`src/rtl/eth_mmio_arbiter_pkg.sv`:
```
// Shared types and constants for the Ethernet MMIO round-robin arbiter.
package eth_mmio_arb_pkg;

  // Widest MMIO data path the command struct can carry; narrower builds zero-fill the top.
  localparam int unsigned MMIO_DW_MAX = 256;

  localparam logic [MMIO_DW_MAX-1:0] TIMEOUT_ERR_DATA = {4{64'hDEAD_DEAD_DEAD_DEAD}};

  typedef struct packed {
    logic                   we;
    logic [15:0]            addr;
    logic [1:0]             op_size;
    logic [MMIO_DW_MAX-1:0] wdata;
  } eth_mmio_cmd_s;

  function automatic int unsigned id_width(input int unsigned n);
    return (n <= 2) ? 1 : $clog2(n);
  endfunction

endpackage

```
`src/rtl/eth_mmio_arb_tag_fifo.sv`:
```
// Requester-id FIFO for in-flight reads; push and pop may coincide, even when full.
module eth_mmio_arb_tag_fifo #(
  parameter int unsigned depth_p = 2,
  parameter int unsigned width_p = 1
) (
  input  logic               clk_i,
  input  logic               reset_n_i,
  input  logic               push_i,
  input  logic [width_p-1:0] data_i,
  input  logic               pop_i,
  output logic [width_p-1:0] head_o,
  output logic               full_o,
  output logic               empty_o
);

  localparam int unsigned ptr_w = (depth_p <= 2) ? 1 : $clog2(depth_p);
  localparam int unsigned cnt_w = $clog2(depth_p + 1);

  logic [width_p-1:0] mem [depth_p];
  logic [ptr_w-1:0]   wr_ptr, rd_ptr;
  logic [cnt_w-1:0]   cnt;
  logic               do_push, do_pop;

  assign full_o  = (cnt == cnt_w'(depth_p));
  assign empty_o = (cnt == '0);
  assign do_pop  = pop_i && !empty_o;
  assign do_push = push_i && (!full_o || do_pop);
  assign head_o  = mem[rd_ptr];

  function automatic logic [ptr_w-1:0] ptr_inc(input logic [ptr_w-1:0] p);
    return (p == ptr_w'(depth_p - 1)) ? '0 : p + ptr_w'(1);
  endfunction

  always_ff @(posedge clk_i or negedge reset_n_i) begin
    if (!reset_n_i) begin
      wr_ptr <= '0;
      rd_ptr <= '0;
      cnt    <= '0;
    end else begin
      if (do_push) wr_ptr <= ptr_inc(wr_ptr);
      if (do_pop)  rd_ptr <= ptr_inc(rd_ptr);
      case ({do_push, do_pop})
        2'b10:   cnt <= cnt + cnt_w'(1);
        2'b01:   cnt <= cnt - cnt_w'(1);
        default: ;
      endcase
    end
  end

  always_ff @(posedge clk_i) begin
    if (do_push) mem[wr_ptr] <= data_i;
  end

endmodule

```
`src/rtl/eth_mmio_arbiter.sv`:
```
// Round-robin arbiter sharing the Ethernet controller MMIO port among num_req_p requesters.
// Define ETH_MMIO_ARB_TIMEOUT_EN to add the read-response watchdog.
module eth_mmio_arbiter
  import eth_mmio_arb_pkg::*;
#(
  parameter int unsigned num_req_p    = 2,
  parameter int unsigned axis_width_p = 64,
  parameter int unsigned max_outst_p  = 2,
  parameter int unsigned timeout_p    = 255
) (
  input  logic                              clk_i,
  input  logic                              reset_n_i,
  input  logic [num_req_p-1:0]              req_v_i,
  output logic [num_req_p-1:0]              req_ready_o,
  input  logic [num_req_p-1:0]              req_we_i,
  input  logic [num_req_p*16-1:0]           req_addr_i,
  input  logic [num_req_p*2-1:0]            req_op_size_i,
  input  logic [num_req_p*axis_width_p-1:0] req_wdata_i,
  output logic [axis_width_p-1:0]           resp_data_o,
  output logic [num_req_p-1:0]              resp_v_o,
  output logic                              resp_err_o,
  output logic [15:0]                       addr_o,
  output logic                              write_en_o,
  output logic                              read_en_o,
  output logic [1:0]                        op_size_o,
  output logic [axis_width_p-1:0]           write_data_o,
  input  logic [axis_width_p-1:0]           read_data_i,
  input  logic                              read_data_v_i
);

  localparam int unsigned id_w = id_width(num_req_p);

  logic [id_w-1:0]      rr_ptr, win_id, fifo_head;
  logic                 win_v, fifo_full, fifo_empty;
  logic                 pop_real, pop_any, to_fire;
  logic [num_req_p-1:0] eligible, head_onehot;
  eth_mmio_cmd_s        win_cmd;
  logic                 unused_wdata;

  assign pop_real = read_data_v_i && !fifo_empty;
  assign pop_any  = pop_real || to_fire;

  // A pop in this cycle frees a slot, so a read may still win against a full FIFO.
  always_comb begin
    eligible = '0;
    for (int i = 0; i < num_req_p; i++)
      eligible[i] = req_v_i[i] && (req_we_i[i] || !fifo_full || pop_any);
  end

  // Scan from farthest to nearest so the first eligible slot after rr_ptr wins.
  always_comb begin
    int unsigned j;
    j      = 0;
    win_v  = 1'b0;
    win_id = '0;
    for (int k = num_req_p - 1; k >= 0; k--) begin
      j = int'(rr_ptr) + k;
      if (j >= num_req_p) j = j - num_req_p;
      if (eligible[j]) begin
        win_v  = 1'b1;
        win_id = id_w'(j);
      end
    end
  end

  always_comb begin
    req_ready_o = '0;
    if (win_v && reset_n_i) req_ready_o[win_id] = 1'b1;
  end

  always_comb begin
    win_cmd                          = '0;
    win_cmd.we                       = req_we_i[win_id];
    win_cmd.addr                     = req_addr_i[win_id*16 +: 16];
    win_cmd.op_size                  = req_op_size_i[win_id*2 +: 2];
    win_cmd.wdata[axis_width_p-1:0]  = req_wdata_i[win_id*axis_width_p +: axis_width_p];
  end
  assign unused_wdata = ^win_cmd.wdata;

  always_ff @(posedge clk_i or negedge reset_n_i) begin
    if (!reset_n_i) begin
      rr_ptr       <= '0;
      addr_o       <= '0;
      op_size_o    <= '0;
      write_data_o <= '0;
      write_en_o   <= 1'b0;
      read_en_o    <= 1'b0;
    end else begin
      write_en_o <= win_v && win_cmd.we;
      read_en_o  <= win_v && !win_cmd.we;
      if (win_v) begin
        rr_ptr       <= (win_id == id_w'(num_req_p - 1)) ? '0 : win_id + id_w'(1);
        addr_o       <= win_cmd.addr;
        op_size_o    <= win_cmd.op_size;
        write_data_o <= win_cmd.wdata[axis_width_p-1:0];
      end
    end
  end

  eth_mmio_arb_tag_fifo #(
    .depth_p (max_outst_p),
    .width_p (id_w)
  ) u_tag_fifo (
    .clk_i     (clk_i),
    .reset_n_i (reset_n_i),
    .push_i    (win_v && !win_cmd.we),
    .data_i    (win_id),
    .pop_i     (pop_any),
    .head_o    (fifo_head),
    .full_o    (fifo_full),
    .empty_o   (fifo_empty)
  );

  always_comb begin
    head_onehot            = '0;
    head_onehot[fifo_head] = 1'b1;
  end

  always_ff @(posedge clk_i or negedge reset_n_i) begin
    if (!reset_n_i) begin
      resp_v_o    <= '0;
      resp_data_o <= '0;
    end else begin
      resp_v_o <= '0;
      if (pop_real) begin
        resp_v_o    <= head_onehot;
        resp_data_o <= read_data_i;
      end else if (to_fire) begin
        resp_v_o    <= head_onehot;
        resp_data_o <= TIMEOUT_ERR_DATA[axis_width_p-1:0];
      end
    end
  end

`ifdef ETH_MMIO_ARB_TIMEOUT_EN
  localparam int unsigned to_w = $clog2(timeout_p + 1);
  logic [to_w-1:0] wd_cnt;

  // Fires in the cycle the count would reach timeout_p; a real response wins that cycle.
  assign to_fire = !fifo_empty && !pop_real && (wd_cnt == to_w'(timeout_p - 1));

  always_ff @(posedge clk_i or negedge reset_n_i) begin
    if (!reset_n_i) begin
      wd_cnt     <= '0;
      resp_err_o <= 1'b0;
    end else begin
      resp_err_o <= to_fire;
      if (fifo_empty || pop_any) wd_cnt <= '0;
      else                       wd_cnt <= wd_cnt + to_w'(1);
    end
  end
`else
  localparam int unsigned unused_timeout = timeout_p;
  assign to_fire    = 1'b0;
  assign resp_err_o = 1'b0;
`endif

`ifndef SYNTHESIS
  always @(posedge clk_i) begin
    if (reset_n_i)
      assert (!(read_data_v_i && fifo_empty))
        else $warning("eth_mmio_arbiter: read response with no read outstanding, dropped");
  end
`endif

endmodule

```
`config.mk`:
```
export PLATFORM = sky130hd
export DESIGN_NAME = eth_mmio_arbiter
export DESIGN_NICKNAME = d
export VERILOG_FILES = /design/src/rtl/eth_mmio_arbiter_pkg.sv /design/src/rtl/eth_mmio_arb_tag_fifo.sv /design/src/rtl/eth_mmio_arbiter.sv
export SDC_FILE = /design/constraint.sdc
export NUM_CORES = 1
export LEC_CHECK = 0
export ABC_CLOCK_PERIOD_IN_PS = 4000
export BUFFER_PORTS_ARGS = -buffer_cell sky130_fd_sc_hd__buf_2
export CAP_MARGIN = 20
export CORE_AREA = 3 3 151 153
export DETAILED_ROUTE_END_ITERATION = 10
export DIE_AREA = 0 0 154 156
export GPL_TIMING_DRIVEN = 0
export PLACE_DENSITY = 0.59
export SLEW_MARGIN = 20
export SYNTH_ARGS = -nofsm -noshare
export SYNTH_HDL_FRONTEND = slang
export SYNTH_HIERARCHICAL = 1
export SYNTH_SLANG_ARGS = --single-unit
```
`constraint.sdc`:
```
create_clock -name clk_i -period 4 [get_ports clk_i]
set_input_delay 0.6 -clock clk_i [delete_from_list [all_inputs] [get_ports clk_i]]
set_output_delay 0.6 -clock clk_i [all_outputs]
set_load 0.02 [all_outputs]
```
==> results of run 1 <==
[final cells by class]
type	instances	area [µm²]	share of cell area [%]
buffer	51	290	3.00
clock buffer	20	457	4.72
clock inverter	12	126	1.31
inverter	6	22.5	0.233
multi-input combinational	392	2510	26.0
sequential	157	3940	40.7
tap	280	350	3.62
timing repair buffer	387	1970	20.4
[synth_stat cells (all sizes together) (2+ instances only)]
| library cell | n | area [µm²] |
|---|---|---|
| nand2b | 2 | 15.0 |
| nand2 | 194 | 731 |
| a21oi | 4 | 20.0 |
| and3 | 2 | 13.8 |
| clkbuf | 24 | 90.1 |
| xnor2 | 2 | 17.5 |
| buf | 27 | 200 |
| dfrtp | 155 | 3880 |
| o221a | 82 | 923 |
| nand3b | 82 | 616 |
| nor2 | 4 | 15.0 |
| inv | 6 | 22.5 |
| edfxtp | 2 | 60.1 |
| and2 | 2 | 12.5 |
[report_power, final]
group | leakage (nW) | internal, mW | switching, mW | total [mW]
logic | 2.70 | 0.910 | 1.67 | 2.58
clock network | 0.280 | 0.908 | 0.710 | 1.62
registers | 1.83 | 2.15 | 0.314 | 2.47
[metal layers]
| metal | global-route usage [%] | routed length [µm] | vias to the layer above |
|---|---|---|---|
| met1 | 24.1 | 10100 | 2943 |
| met2 | 34.0 | 12200 | 279 |
| met3 | 6.10 | 1910 | 32 |
| li1 | - | - | 2966 |
| met4 | 5.09 | 393 | 8 |
| met5 | 0 | 42 | - |
[critical path, cell delays in order (launching register included)]
cell and delay (ns):
dfrtp_1 0.45, nor2_1 0.10, nand2b_2 0.20, inv_2 0.10
o311ai_4 0.40, buf_2 0.31, buf_2 0.26, and3_1 0.17
buf_2 0.16
[kinds of logic after synthesis]
kind of cell / Yosys count / share of synthesized area (%)
and+or+nand+nor: 293 / 21.4
DFF: 157 / 58.2
AOI/OAI and AO/OA: 94 / 15.1
buffers and inverters: 57 / 4.62
xor gates and xnor gates: 3 / 0.388
muxes: 1 / 0.166
other: 1 / 0.0554
[flip-flops by register name (all words and copies together) (netlist names), 2 cells and up]
register / flops
u_tag_fifo/cnt: 2
op_size_o: 2
write_data_o: 64
resp_v_o: 2
resp_data_o: 64
addr_o: 16
u_tag_fifo/mem: 2
[layout by cell type, fill, tap and decap left out, types with 2 or more instances in the layout]
| master | instances |
|---|---|
| inv_6 | 4 |
| inv_1 | 5 |
| and2_1 | 2 |
| clkbuf_16 | 17 |
| xnor2_1 | 2 |
| nand3b_1 | 82 |
| clkinv_4 | 4 |
| buf_1 | 4 |
| o221a_1 | 80 |
| clkbuf_8 | 2 |
| buf_6 | 8 |
| dfrtp_1 | 155 |
| nor2_1 | 4 |
| a21oi_1 | 4 |
| buf_2 | 392 |
| clkinvlp_4 | 2 |
| buf_4 | 8 |
| nand2_1 | 193 |
| o221a_2 | 2 |
| edfxtp_1 | 2 |
| clkbuf_1 | 25 |
[how the worst max path moves through the flow]
stage | slack, ns | endpoint | cells after the start | startpoint
2_1_floorplan | 1.59 | u_tag_fifo/mem[1]$_DFFE_PP_ | 8 | read_data_v_i
3_3_place_gp | -0.61 | req_ready_o[0] | 3 | reset_n_i
3_5_place_dp | 0.86 | u_tag_fifo/mem[1]$_DFFE_PP_ | 9 | read_data_v_i
6_report | 0.82 | req_ready_o[0] | 8 | u_tag_fifo/cnt[0]$_DFFE_PN0P_
4_1_cts | 0.75 | req_ready_o[0] | 8 | u_tag_fifo/cnt[0]$_DFFE_PN0P_
5_1_grt | 0.64 | req_ready_o[0] | 8 | u_tag_fifo/cnt[0]$_DFFE_PN0P_
==> flow_metrics.tcl, run 1 <==
set metrics [dict create \
    cts_max_path_buffers 2 \
    yosysWarnings 6 \
    reg2reg_depth 9 \
    final_cell_area_um2 9670 \
    num_rows 54 \
    ctsHtreeMaxLevel 4 \
    core_um2 21700 \
    cts_setup_buffers 0 \
    tritoncts "done" \
    rsz0062_at_grt "no" \
    crit_path_end_kind "output pin" \
    setup_viol 0 \
    fin_setup_tns_ns 0 \
    grt_usage_pct 19.7 \
    first_pass_iters 4 \
    num_antenna_cells 0 \
    p_leak_nw 4.81 \
    io_pins 388 \
    area_growth_pct 42.9 \
    wl_mm 24.7 \
    synth_ff_type "dfrtp_1" \
    setup_slack_ns 0.825 \
    power_mw 6.66 \
    fmax_mhz 315 \
    hp-class "input port to async pin" \
    routabilityCongestion 0.848 \
    syn_area_um2 6770 \
    period_needed_ns 3.18 \
    synth_edf_count 2 \
    required_ns 3.40 \
    relSlewSlack_pct 53.1 \
    grt_max_degree 84 \
    grt_pass1_vias 6271 \
    grt_pass1_wl_mm 36.6 \
    ant_nets 0 \
    hold_buffers 0 \
    rrSetupSlack_ns 0.99 \
    layout.cells.non_filler 1305 \
    cp_max_fo 10 \
    synth.yosys.seq_area_share_pct 58.2 \
    cts-root-buf "clkbuf_16" \
    drt_iter0_markers 311 \
    hold_viol_final 0 \
    drv_slew 0 \
    route.detailed.drc 0 \
    preCtsSetupSlack_ns 0.859 \
    cts_buffers 17 \
    overflow 0 \
    fillers 2160 \
    cp-start-kind "flop" \
    final.setup_skew_ns 0.00877 \
    wire_per_inst_um 18.9 \
    synthCells 606 \
    dpl.cell_count 1273 \
    p_per_area_nw_per_um2 689 \
    avgSynthCellArea_um2 11.2 \
    die_width_um 154 \
    ir_worst_vdd_mv 0.244 \
    final_util_pct 44.6 \
    drive_gt1_share_pct 44.0 \
    clk_latency_ns 0.42 \
    place_area_um2 9080 \
    die_h_um 156 \
    period_share_pct 79.4 \
    ys_async_sr_fraction_pct 98.7 \
    clk_pin_slew_ns 0.07 \
    start_util_pct 31.2 \
    via_count 6228 \
    dp_hpwl_mm 19.0 \
    via_per_inst 4.77 \
    die_area_um2 24000 \
    critical_path_arrival_ns 2.58 \
    tightest_slew_ns 0.703 \
    cts.sinks 157 \
    maxCapViolations 0 \
    synth_nets 841 \
    port_buffers 386 \
    synth.distinct_cells 40 \
    nets 1247 \
    r2r_start "u_tag_fifo/cnt[0]$_DFFE_PN0P_" \
    outcome "finished, final reports clean" \
    critPathKind "flop to output pin" \
    postCtsResizedCells 0 \
    hold-worst-slack_ns 0.133 \
    synth_seq_cells 157 \
    antenna_found_initial 5 \
    reg2reg_to "u_tag_fifo/mem[1]$_DFFE_PP_" \
]
No activity file was read; power rests on OpenSTA's default activity.
==> inputs of run 2 (changes only) <==
--- a/config.mk
+++ b/config.mk
@@ -5,14 +5,14 @@
 export SDC_FILE = /design/constraint.sdc
 export NUM_CORES = 1
 export LEC_CHECK = 0
-export ABC_CLOCK_PERIOD_IN_PS = 4000
+export ABC_CLOCK_PERIOD_IN_PS = 2800
 export BUFFER_PORTS_ARGS = -buffer_cell sky130_fd_sc_hd__buf_2
 export CAP_MARGIN = 20
 export CORE_AREA = 3 3 151 153
 export DETAILED_ROUTE_END_ITERATION = 10
 export DIE_AREA = 0 0 154 156
 export GPL_TIMING_DRIVEN = 0
-export PLACE_DENSITY = 0.59
+export PLACE_DENSITY = 0.61
 export SLEW_MARGIN = 20
 export SYNTH_ARGS = -nofsm -noshare
 export SYNTH_HDL_FRONTEND = slang
==> constraint.sdc (replaced) <==
create_clock -name clk_i -period 2.8 [get_ports clk_i]
set_input_delay 0.42 -clock clk_i [delete_from_list [all_inputs] [get_ports clk_i]]
set_output_delay 0.42 -clock clk_i [all_outputs]
set_load 0.02 [all_outputs]
==> run 2 against run 1 <==
Critical path depth is 1 higher. Routed wire length decreased by 0.35%. Clock-buffer cell count down 2. Worst hold slack improved by 0.042 ns. Via count increased by 1.0%. First-iteration DRC count down 7.4%. Clock power rose by 50%. Die area did not move. Global-route usage hardly changed.
==> flow_metrics.tcl, run 2 (same netlist as run 1, synthesis figures left out) <==
set metrics [dict create \
    final_cell_mix "387 x buf_2, 193 x nand2_1, 153 x dfrtp_1" \
    routabilityCongestion 0.837 \
    final.setup_skew_ns 0.00870 \
    min-delay-start "read_data_i[22]" \
    antenna_found_initial 4 \
    crit_path_top_delay_cell "dfrtp_2" \
    timing.critical_path.mode_cell "inv_2" \
    critPathKind "flop to output pin" \
    fin_setup_tns_ns 0 \
    first_pass_iters 6 \
    crit_path_end_kind "output pin" \
    route.detailed.drc 0 \
    grt_pass1_wl_mm 36.6 \
    final_common_cell "buf_2" \
    clk_pin_slew_ns 0.07 \
    rrSetupSlack_ns 0.28 \
    final_util_pct 45.1 \
    drv_slew 0 \
    p_leak_nw 4.87 \
    wire_per_inst_um 18.8 \
    rsz0062_at_grt "no" \
    critPathLaunch "u_tag_fifo/cnt[0]$_DFFE_PN0P_" \
    dp_hpwl_mm 18.5 \
    cts_buffers 17 \
    overflow 0 \
    setup_viol 0 \
    cts_max_path_buffers 2 \
    hp-class "input port to flop" \
    ant_nets 0 \
    grt_max_degree 86 \
    grt_pass1_vias 6405 \
    power_mw 9.70 \
    required_ns 2.38 \
    reg2reg_depth 11 \
    port_buffers 386 \
    reg2reg_to "u_tag_fifo/cnt[0]$_DFFE_PN0P_" \
    hold-path-cell-count 3 \
    max_stage_delay_ns 0.46 \
    nets 1248 \
    relSlewSlack_pct 41.2 \
    min_to "resp_data_o[22]$_DFFE_PN0P_" \
    p_per_area_nw_per_um2 991 \
    cts-root-buf "clkbuf_16" \
    period_needed_ns 2.65 \
    cts.sinks 157 \
    via_per_inst 4.81 \
    critical_path_arrival_ns 2.23 \
    hold-worst-slack_ns 0.175 \
    start_util_pct 31.2 \
    grt_usage_pct 19.7 \
    outcome "finished, final reports clean" \
    die_area_um2 24000 \
    maxCapViolations 0 \
    fmax_mhz 377 \
    drt_iter0_markers 288 \
    drive_gt1_share_pct 44.7 \
    die_h_um 156 \
    tritoncts "done" \
    via_count 6291 \
    num_rows 54 \
    cp_max_fo 10 \
    largest_registers "resp_data_o: 64 flops, write_data_o: 64 flops, addr_o: 16 flops" \
    wl_mm 24.6 \
    tightest_slew_ns 0.882 \
    cp-start-kind "flop" \
    hold_viol_final 0 \
    clk_latency_ns 0.43 \
    path_cells "nor2_1, nand2b_4, inv_2, or3_1, nand3_2, buf_8, inv_2, and2_1, buf_2" \
    die_width_um 154 \
    ctsHtreeMaxLevel 4 \
    period_share_pct 94.6 \
    io_pins 388 \
    core_um2 21700 \
    ir_worst_vdd_mv 0.366 \
    area_growth_pct 44.6 \
    fillers 2147 \
    r2r_start "u_tag_fifo/cnt[0]$_DFFE_PN0P_" \
]
[run 2: cell types whose count changed in the layout (fill, tap and decap cells not counted), sizes merged]
| cell | previous run | this run |
|---|---|---|
| bufinv | 1 | 2 |
| clkbuf | 44 | 42 |
| clkinv | 4 | 5 |
| clkinvlp | 2 | 0 |
| diode | 0 | 2 |
| dlygate4sd3 | 0 | 1 |
| inv | 11 | 13 |
[run 2: critical path, delay by kind of cell, from the launching register on]
family        cells  cell delay, ns
flops             1            0.46
simple gates      5            0.87
buf+inv           4            0.47
[run 2: power breakdown]
group | total [mW] | switching [mW] | internal [mW]
Combinational | 3.76 | 2.43 | 1.33
Sequential | 3.51 | 0.438 | 3.08
Clock | 2.43 | 1.05 | 1.38
[run 2: per-layer routing]
layer | GRT usage, % | part of all wire, %
met3 | 6.16 | 8.6
met4 | 7.32 | 2.1
met1 | 23.6 | 40
met5 | 0 | 0.17
met2 | 33.5 | 50
[run 2: area by class of cell]
type	count	area, µm²	share of cell area [%]
clock buffers	18	439	4.49
multi-input cells	392	2540	25.9
diodes	2	5.00	0.0512
inverters	6	22.5	0.230
well taps	280	350	3.58
plain buffers	49	299	3.06
repair buffers	390	2010	20.6
flip-flops and latches	157	3940	40.3
clock inverters	14	176	1.80
[run 2: repair_timing]
item | in CTS | in global routing
hold buffers | 2 | 0
setup endpoints to repair | 7 | 6
pin swaps | 1 | 2
endpoints found under the hold margin | 72 | 0
gates cloned | 0 | 0
gates resized for setup | 7 | 7
buffers inserted | 1 | 0
[run 2: through the flow]
step                instances  setup WS, ns  cell area (µm²)
CTS                      1307       0.00734             9760
finish                   1308         0.151             9780
global route             1307        0.0312             9780
detailed placement       1273        -0.227             9080
floorplan                 606         0.430             6770
global placement         1272         -1.44             9050
[run 2: worst max path at each step]
stage,end,slack [ns]
global route,req_ready_o[1],0.03
detailed placement,u_tag_fifo/mem[1]$_DFFE_PP_,-0.23
global placement,req_ready_o[0],-1.44
finish,req_ready_o[1],0.15
CTS,req_ready_o[1],0.007
floorplan,u_tag_fifo/mem[1]$_DFFE_PP_,0.43
==> inputs of run 3 (changes only) <==
--- a/config.mk
+++ b/config.mk
@@ -5,14 +5,15 @@
 export SDC_FILE = /design/constraint.sdc
 export NUM_CORES = 1
 export LEC_CHECK = 0
-export ABC_CLOCK_PERIOD_IN_PS = 2800
+export ABC_CLOCK_PERIOD_IN_PS = 3200
 export BUFFER_PORTS_ARGS = -buffer_cell sky130_fd_sc_hd__buf_2
 export CAP_MARGIN = 20
-export CORE_AREA = 3 3 151 153
+export CORE_ASPECT_RATIO = 0.7
+export CORE_MARGIN = 3
+export CORE_UTILIZATION = 35
 export DETAILED_ROUTE_END_ITERATION = 10
-export DIE_AREA = 0 0 154 156
 export GPL_TIMING_DRIVEN = 0
-export PLACE_DENSITY = 0.61
+export PLACE_DENSITY = 0.66
 export SLEW_MARGIN = 20
 export SYNTH_ARGS = -nofsm -noshare
 export SYNTH_HDL_FRONTEND = slang
==> constraint.sdc (replaced) <==
create_clock -name clk_i -period 3.2 [get_ports clk_i]
set_input_delay 0.48 -clock clk_i [delete_from_list [all_inputs] [get_ports clk_i]]
set_output_delay 0.48 -clock clk_i [all_outputs]
set_load 0.02 [all_outputs]
==> run 3 against run 2 <==
Largest cell class unchanged. Critical path type unchanged. Critical path depth did not move. Clock skew up 0.0016 ns. Worst setup slack better by 0.034 ns. Largest power group unchanged.
==> flow_metrics.tcl, run 3 (same netlist as run 1, synthesis figures left out) <==
set metrics [dict create \
    outcome "finished, final reports clean" \
    cts.sinks 157 \
    relSlewSlack_pct 59.9 \
    power_mw 8.34 \
    hold_viol_final 0 \
    cts-root-buf "clkbuf_16" \
    drive_gt1_share_pct 44.2 \
    clk_pin_slew_ns 0.07 \
    max_stage_delay_ns 0.44 \
    p_seq_share_pct 37.1 \
    setup_slack_ns 0.184 \
    postCtsResizedCells 0 \
    multi_input_area_um2 2520 \
    io_pins 388 \
    ctsHtreeMaxLevel 4 \
    grt_pass1_vias 6210 \
    first_pass_iters 5 \
    largest_registers "resp_data_o: 64 flops, write_data_o: 64 flops, addr_o: 16 flops" \
    die_width_um 172 \
    dp_hpwl_mm 17.9 \
    clk_latency_ns 0.42 \
    start_util_pct 36.6 \
    core_um2 18500 \
    nets 1247 \
    grt_usage_pct 20.9 \
    drv_slew 0 \
    via_count 6206 \
    crit_path_end_kind "output pin" \
    grt_pass1_wl_mm 34.1 \
    cts_max_path_buffers 2 \
    tightest_slew_ns 0.602 \
    wl_mm 23.2 \
    final_common_cell "buf_2" \
    fillers 1725 \
    path_cells "nor2_1, nand2b_2, inv_2, or3_1, nand3_1, clkbuf_4, inv_1, and2_1, buf_2" \
    p_int_mw 4.97 \
    port_buffers 386 \
    setup_viol 0 \
    critical_path_arrival_ns 2.54 \
    pwr-share-comb_pct 38.9 \
    switching_share_pct 40.5 \
    die_area_um2 21100 \
    grt_max_degree 83 \
    maxCapViolations 0 \
    switchingPower_mw 3.37 \
    r2r_start "u_tag_fifo/cnt[1]$_DFFE_PN0P_" \
    wire_per_inst_um 18.4 \
    routed.top_layer "met5" \
    reg2reg_depth 11 \
    period_share_pct 94.2 \
    critPathLaunch "u_tag_fifo/cnt[1]$_DFFE_PN0P_" \
    final_cell_mix "390 x buf_2, 193 x nand2_1, 155 x dfrtp_1" \
    hold_buffers 0 \
    required_ns 2.72 \
    die_h_um 122 \
    tritoncts "done" \
    crit_path_top_delay_cell "dfrtp_1" \
    route.detailed.drc 0 \
    antenna_found_initial 1 \
    hold-worst-slack_ns 0.0135 \
    num_rows 41 \
    via_per_inst 4.92 \
    p_per_area_nw_per_um2 867 \
    p_leak_nw 4.82 \
    critPathKind "flop to output pin" \
    cp-start-kind "flop" \
    overflow 0 \
    wl_met3_mm 1.78 \
    dr_wl_met2_mm 11.5 \
    pwr-share-clk_pct 24.0 \
    period_needed_ns 3.02 \
    ir_worst_vdd_mv 0.351 \
    ff_latch_area_um2 3940 \
    routabilityCongestion 0.876 \
    wl_met1_mm 9.54 \
    cts_buffers 17 \
    hp-class "input port to async pin" \
    cts_setup_buffers 0 \
    drt_iter0_markers 401 \
    final.setup_skew_ns 0.0103 \
    rsz0062_at_grt "no" \
    area_growth_pct 42.3 \
    fmax_mhz 332 \
    preCtsSetupSlack_ns 0.149 \
    cp_max_fo 10 \
    ant_nets 0 \
]
## run 3: through the flow
stage | setup TNS, ns | area, µm² | util [%] | instances
detailed placement | 0 | 9030 | 48.9 | 1229
global route | 0 | 9620 | 52.1 | 1260
floorplan | 0 | 6770 | - | 606
global placement | -122.04 | 8990 | 48.7 | 1228
CTS | 0 | 9610 | 52.0 | 1260
finish | 0 | 9630 | 52.1 | 1261
## run 3: power by group through the flow
| stage | registers [mW] | clock network [mW] | logic (mW) |
|---|---|---|---|
| 6_report | 3.09 | 2.00 | 3.25 |
| 5_1_grt | 3.18 | 2.14 | 3.53 |
| 4_1_cts | 3.09 | 2.06 | 3.29 |
| 3_5_place_dp | 3.12 | 0 | 3.28 |
| 3_3_place_gp | 3.10 | 0 | 3.24 |
| 2_1_floorplan | 3.93 | 0 | 1.11 |
## run 3: metal layers
metal | GRT usage [%] | vias to the layer above
met5 | 0 | -
met4 | 6.03 | 2
met3 | 6.60 | 20
met2 | 35.6 | 247
met1 | 25.7 | 2978
li1 | - | 2959
## run 3: final timing paths
| check | end | slack [ns] |
|---|---|---|
| max | req_ready_o[1] | 0.18 |
| min in group clk_i | resp_data_o[9]$_DFFE_PN0P_ | 0.25 |
| min reg2reg | resp_data_o[10]$_DFFE_PN0P_ | 0.47 |
| max in group asynchronous | write_data_o[5]$_DFFE_PN0P_ | 2.37 |
| min | resp_data_o[50]$_DFFE_PN0P_ | 0.01 |
| max reg2reg | u_tag_fifo/cnt[0]$_DFFE_PN0P_ | 0.40 |
## run 3: area by class of cell
class	instances	share of cell area, %
clock buffer	19	4.71
multi-input combinational	392	26.2
tap	236	3.07
sequential	157	40.9
clock inverter	12	1.30
timing repair buffer	387	20.5
inverter	6	0.234
antenna	1	0.0260
buffer	51	3.07
## run 3: critical path: cells and delay by family, from the launching register on
| family | cells | cell delay (ns) |
|---|---|---|
| buf+inv | 4 | 0.65 |
| simple gates | 5 | 1.01 |
| flops | 1 | 0.44 |
